==> config.mk <==
export PLATFORM = sky130hd
export DESIGN_NAME = booth_mul_ctrl
export DESIGN_NICKNAME = d
export VERILOG_FILES = /design/src/rtl/booth_mul_ctrl.sv
export SDC_FILE = /design/constraint.sdc
export NUM_CORES = 1
export LEC_CHECK = 0
export ABC_AREA = 1
export BUFFER_PORTS_ARGS = -buffer_cell sky130_fd_sc_hd__buf_2
export CORE_UTILIZATION = 57
export CTS_BUF_LIST = sky130_fd_sc_hd__clkbuf_2
export CTS_CLUSTER_SIZE = 8
export DETAILED_ROUTE_END_ITERATION = 12
export PLACE_DENSITY = 0.79
export SLEW_MARGIN = 10
export SYNTH_ARGS = -nofsm -noshare
export SYNTH_HDL_FRONTEND = slang
export SYNTH_HIERARCHICAL = 1
export SYNTH_SLANG_ARGS = --single-unit
export TNS_END_PERCENT = 30
==> constraint.sdc <==
create_clock -name clk -period 6.9 [get_ports clk]
set_input_delay 0.345 -clock clk [delete_from_list [all_inputs] [get_ports clk]]
set_output_delay 0.345 -clock clk [all_outputs]
set_load 0.01 [all_outputs]
==> src/rtl/booth_mul_ctrl.sv <==
// Signed 32x32 -> 64-bit multiplier, radix-2 Booth, one iteration per clock.
// Latency: start accepted at E0, 32 iterations E1..E32, done pulse in the cycle after E32.
// Backpressure: none; start is only sampled in IDLE and ignored while RUN or DONE.

// Plain 64-bit ripple/carry adder; the only adder on the accumulator datapath.
module adder_64b (
  input  logic [63:0] x,
  input  logic [63:0] y,
  input  logic        cin,
  output logic [63:0] s,
  output logic        cout
);

  logic [64:0] sum;

  // Full 65-bit sum so the carry-out is available to callers that want it.
  assign sum  = {1'b0, x} + {1'b0, y} + {64'd0, cin};
  assign s    = sum[63:0];
  assign cout = sum[64];

endmodule

module booth_mul_ctrl (
  input  logic        clk,
  input  logic        rst,
  input  logic        start,
  input  logic [31:0] a,
  input  logic [31:0] b,
  output logic        busy,
  output logic        done,
  output logic [31:0] hi,
  output logic [31:0] lo
);

  typedef enum logic [1:0] {
    ST_IDLE = 2'd0,
    ST_RUN  = 2'd1,
    ST_DONE = 2'd2
  } state_t;

  state_t      state_q, state_d;
  logic [63:0] acc_q, acc_d;
  logic [63:0] mc_q, mc_d;
  logic [31:0] q_q, q_d;
  logic        qm1_q, qm1_d;
  logic [5:0]  cnt_q, cnt_d;
  logic [31:0] hi_q, hi_d;
  logic [31:0] lo_q, lo_d;

  logic [1:0]  booth_sel;
  logic        do_sub;
  logic [63:0] add_y;
  logic [63:0] add_s;
  logic [63:0] acc_next;
  logic        unused_cout;

  // Booth pair {Q0,QM1}: 01 adds MC, 10 subtracts MC (as ~MC + 1), 00/11 keep ACC.
  always_comb begin
    booth_sel = {q_q[0], qm1_q};
    do_sub    = (booth_sel == 2'b10);
    add_y     = do_sub ? ~mc_q : mc_q;
    acc_next  = (q_q[0] ^ qm1_q) ? add_s : acc_q;
  end

  // Carry-out is meaningless here: arithmetic wraps modulo 2^64.
  adder_64b u_adder (
    .x    (acc_q),
    .y    (add_y),
    .cin  (do_sub),
    .s    (add_s),
    .cout (unused_cout)
  );

  // Next-state and datapath updates for the IDLE/RUN/DONE sequence.
  always_comb begin
    state_d = state_q;
    acc_d   = acc_q;
    mc_d    = mc_q;
    q_d     = q_q;
    qm1_d   = qm1_q;
    cnt_d   = cnt_q;
    hi_d    = hi_q;
    lo_d    = lo_q;

    unique case (state_q)
      ST_IDLE: begin
        if (start) begin
          state_d = ST_RUN;
          acc_d   = 64'd0;
          mc_d    = {{32{a[31]}}, a};
          q_d     = b;
          qm1_d   = 1'b0;
          cnt_d   = 6'd0;
        end
      end
      ST_RUN: begin
        acc_d = acc_next;
        mc_d  = {mc_q[62:0], 1'b0};
        qm1_d = q_q[0];
        q_d   = {q_q[31], q_q[31:1]};
        cnt_d = cnt_q + 6'd1;
        // Last iteration: publish the freshly computed accumulator.
        if (cnt_q == 6'd31) begin
          state_d = ST_DONE;
          hi_d    = acc_next[63:32];
          lo_d    = acc_next[31:0];
        end
      end
      ST_DONE: begin
        state_d = ST_IDLE;
      end
      default: begin
        state_d = ST_IDLE;
      end
    endcase
  end

  // State and datapath registers; reset clears everything without a clock.
  always_ff @(posedge clk or posedge rst) begin
    if (rst) begin
      state_q <= ST_IDLE;
      acc_q   <= 64'd0;
      mc_q    <= 64'd0;
      q_q     <= 32'd0;
      qm1_q   <= 1'b0;
      cnt_q   <= 6'd0;
      hi_q    <= 32'd0;
      lo_q    <= 32'd0;
    end else begin
      state_q <= state_d;
      acc_q   <= acc_d;
      mc_q    <= mc_d;
      q_q     <= q_d;
      qm1_q   <= qm1_d;
      cnt_q   <= cnt_d;
      hi_q    <= hi_d;
      lo_q    <= lo_d;
    end
  end

  assign busy = (state_q == ST_RUN);
  assign done = (state_q == ST_DONE);
  assign hi   = hi_q;
  assign lo   = lo_q;

endmodule
==> summary.md <==
| Metric | Value |
|---|---|
| Share of cells above drive strength 1 | `9.65%` |
| Die width | `173 um` |
| Syn-to-layout area delta | `11.4%` |
| Hold WC Path Type | `in -> reg` |
| WP data arrival | `4.90 ns` |
| Setup bufs post-CTS | `0` |
| Fmax | `241 MHz` |
| Cell count after placement | `3020` |
| Fin nets | `2899` |
| Setup TNS | `0 ns` |
| Final Max Slew Viols | `0` |
| Cell Area, Synth | `16700 um^2` |
| Largest net degree at the start of global routing | `233` |
| Critical path cell sequence | `inv_1 > ha_4 > xor2_1 > fa_1 > fa_1 > nand3_1 > nand3_1 > nand2_1 > nand2_1 > nand2_1 > nand3_2 > nand3_1 > nand2_1 > nand2_1 > nand2_1 > nor2_1 > a21oi_1 > nand2_1 > o21ai_0` |
| Via Count | `16.9k` |
| Final ANT Viol Nets | `0` |
| YS warnings | `6` |
| CTS tree | `yes` |
| Final setup viols | `0` |
| Initial core utilization | `58.2%` |
| Row cnt | `62` |
| Worst-skew pair later-pin latency | `0.91 ns` |
| Iter 0 DRT Violations | `1448` |
| Drt first pass iters | `5` |
| Tcrit/Tclk final | `60.1%` |
| Via-to-Cell Ratio | `5.29` |
| Post-Route WL | `51.7 mm` |
| Crit path kind | `reg -> reg` |
| Initial antenna violation count | `1` |
| Die Span Y | `173 um` |
| Root Buffer | `clkbuf_2` |
| Syn Inst Count | `2590` |
| Final HPWL DP | `36.0 mm` |
| GRT Total Usage | `35.2%` |
| Final Hold Fails | `0` |
| Reg clk slew, reported paths | `0.11 ns` |
| CP most frequent cell | `nand2_1` |
| Vias in the first global route | `16.3k` |
| Post-Syn Area per Cell | `6.46 um^2` |
| PostCTS Resize Cnt | `0` |
| Clock sink count | `233` |
| Clock buffer depth | `3` |
| Status | `complete, no violations` |
| Final Critical Period | `4.15 ns` |
| Delay of the slowest critical-path stage | `0.67 ns` |
| Drt wl/cell | `16.2 um` |
| H-tree depth | `2` |
| IO Port Bufs | `132` |
| Hold Buf Count CTS | `67` |
| Top Ports | `133` |
| Total gr overflow | `0` |
| Mapped Nets | `2724` |
| Core Box Area | `28800 um^2` |
| Global-route wire length before repair | `84.8 mm` |
| Worst path slowest cell | `ha_4` |
| Max-cap violation count | `0` |
| RePlAce Congestion | `1.00` |
| Worst-path fanout max | `44` |
| Crit path required time | `7.65 ns` |
| R2R cell count | `19` |
| CP endpoint kind | `flip-flop` |
| RSZ-0062 raised after global routing | `no` |
| Clock skew | `0.0376 ns` |
| Worst Tran Pin Value | `1.10 ns` |
| Slew headroom | `26.9%` |
| Layout Cells excl Fill | `3194` |
| DRC | `0` |
| Critical path launch point type | `flip-flop` |
| Total CTS buffers | `60` |
| Hold Path Depth | `4` |
| Die ar. | `30100 um^2` |
## area by class of cell
cell class                 count  area, um^2
fill                        2662       10100
multi-input combinational   1856        8880
sequential                   233        5830
inverter                     405        1530
timing repair buffer         209        1420
tap                          384         480
clock buffer                  77         385
clock inverter                29         128
antenna                        1        2.50
## layer usage
layer,share of wire (%),vias up,GRT usage (%)
li1,-,8343,-
met1,46,7830,49.8
met2,45,628,55.9
met3,6.6,89,4.67
met4,2.7,0,11.0
met5,0,-,0
## layout by cell type, fill, tap and decap left out, types with 2 or more instances in the layout
master	n
nand4_1	8
buf_2	132
nand2_1	981
nand3_1	304
inv_2	6
xor2_1	95
nor3_1	10
dfrtp_1	233
buf_4	9
o211ai_1	2
clkbuf_2	77
inv_6	2
o21ai_0	50
nor2_2	12
nand2_2	14
nor2_1	162
nand3_2	4
inv_1	395
clkinv_2	3
ha_1	64
clkinv_1	26
fa_1	2
o21bai_1	4
dlygate4sd3_1	67
o21ai_1	20
nor3_2	3
a21oi_1	111
nor2_4	3
## worst max-delay path: cells and delay by family (launching register included)
kind | cells | cell delay, ns
adder cells (fa/ha/maj) | 3 | 1.64
AND/OR/NAND/NOR | 12 | 1.45
flip-flops | 1 | 0.37
XOR/XNOR | 1 | 0.21
AO/OA/AOI/OAI | 2 | 0.17
buffers and inverters | 1 | 0.10
## path summary, 6_finish.rpt
check,startpoint,slack (ns),end
worst max-delay path,qm1_q$_DFFE_PP0P_,2.75,acc_q[40]$_DFFE_PP0P_
worst min-delay path,a[21],0.19,mc_q[21]$_DFFE_PP0P_
worst max register to register,qm1_q$_DFFE_PP0P_,2.75,acc_q[40]$_DFFE_PP0P_
worst min register to register,lo[24]$_DFFE_PP0P_,0.48,lo[24]$_DFFE_PP0P_
max in group asynchronous,rst,4.74,acc_q[12]$_DFFE_PP0P_
min in group asynchronous,rst,0.65,hi[31]$_DFFE_PP0P_
## flip-flops by register name, summed over array words and instances (netlist names)
name     flops
qm1_q        1
acc_q       64
cnt_q        6
mc_q        64
q_q         32
lo          32
hi          32
state_q      2
## stage by stage
stage	hold slack (ns)	utilization (%)	area (um^2)	setup slack, ns
after floorplan	0.449	-	16700	0.165
after global placement	0.448	60.7	17500	2.84
after detailed placement	0.453	60.7	17500	2.81
after CTS	0.0994	64.8	18600	2.80
after global routing	0.126	64.8	18700	2.50
final	0.188	64.8	18700	2.75
Power is left out: the tool's default activity adds up to more than one toggle a clock period on the data nets, which glitch-free logic cannot reach.
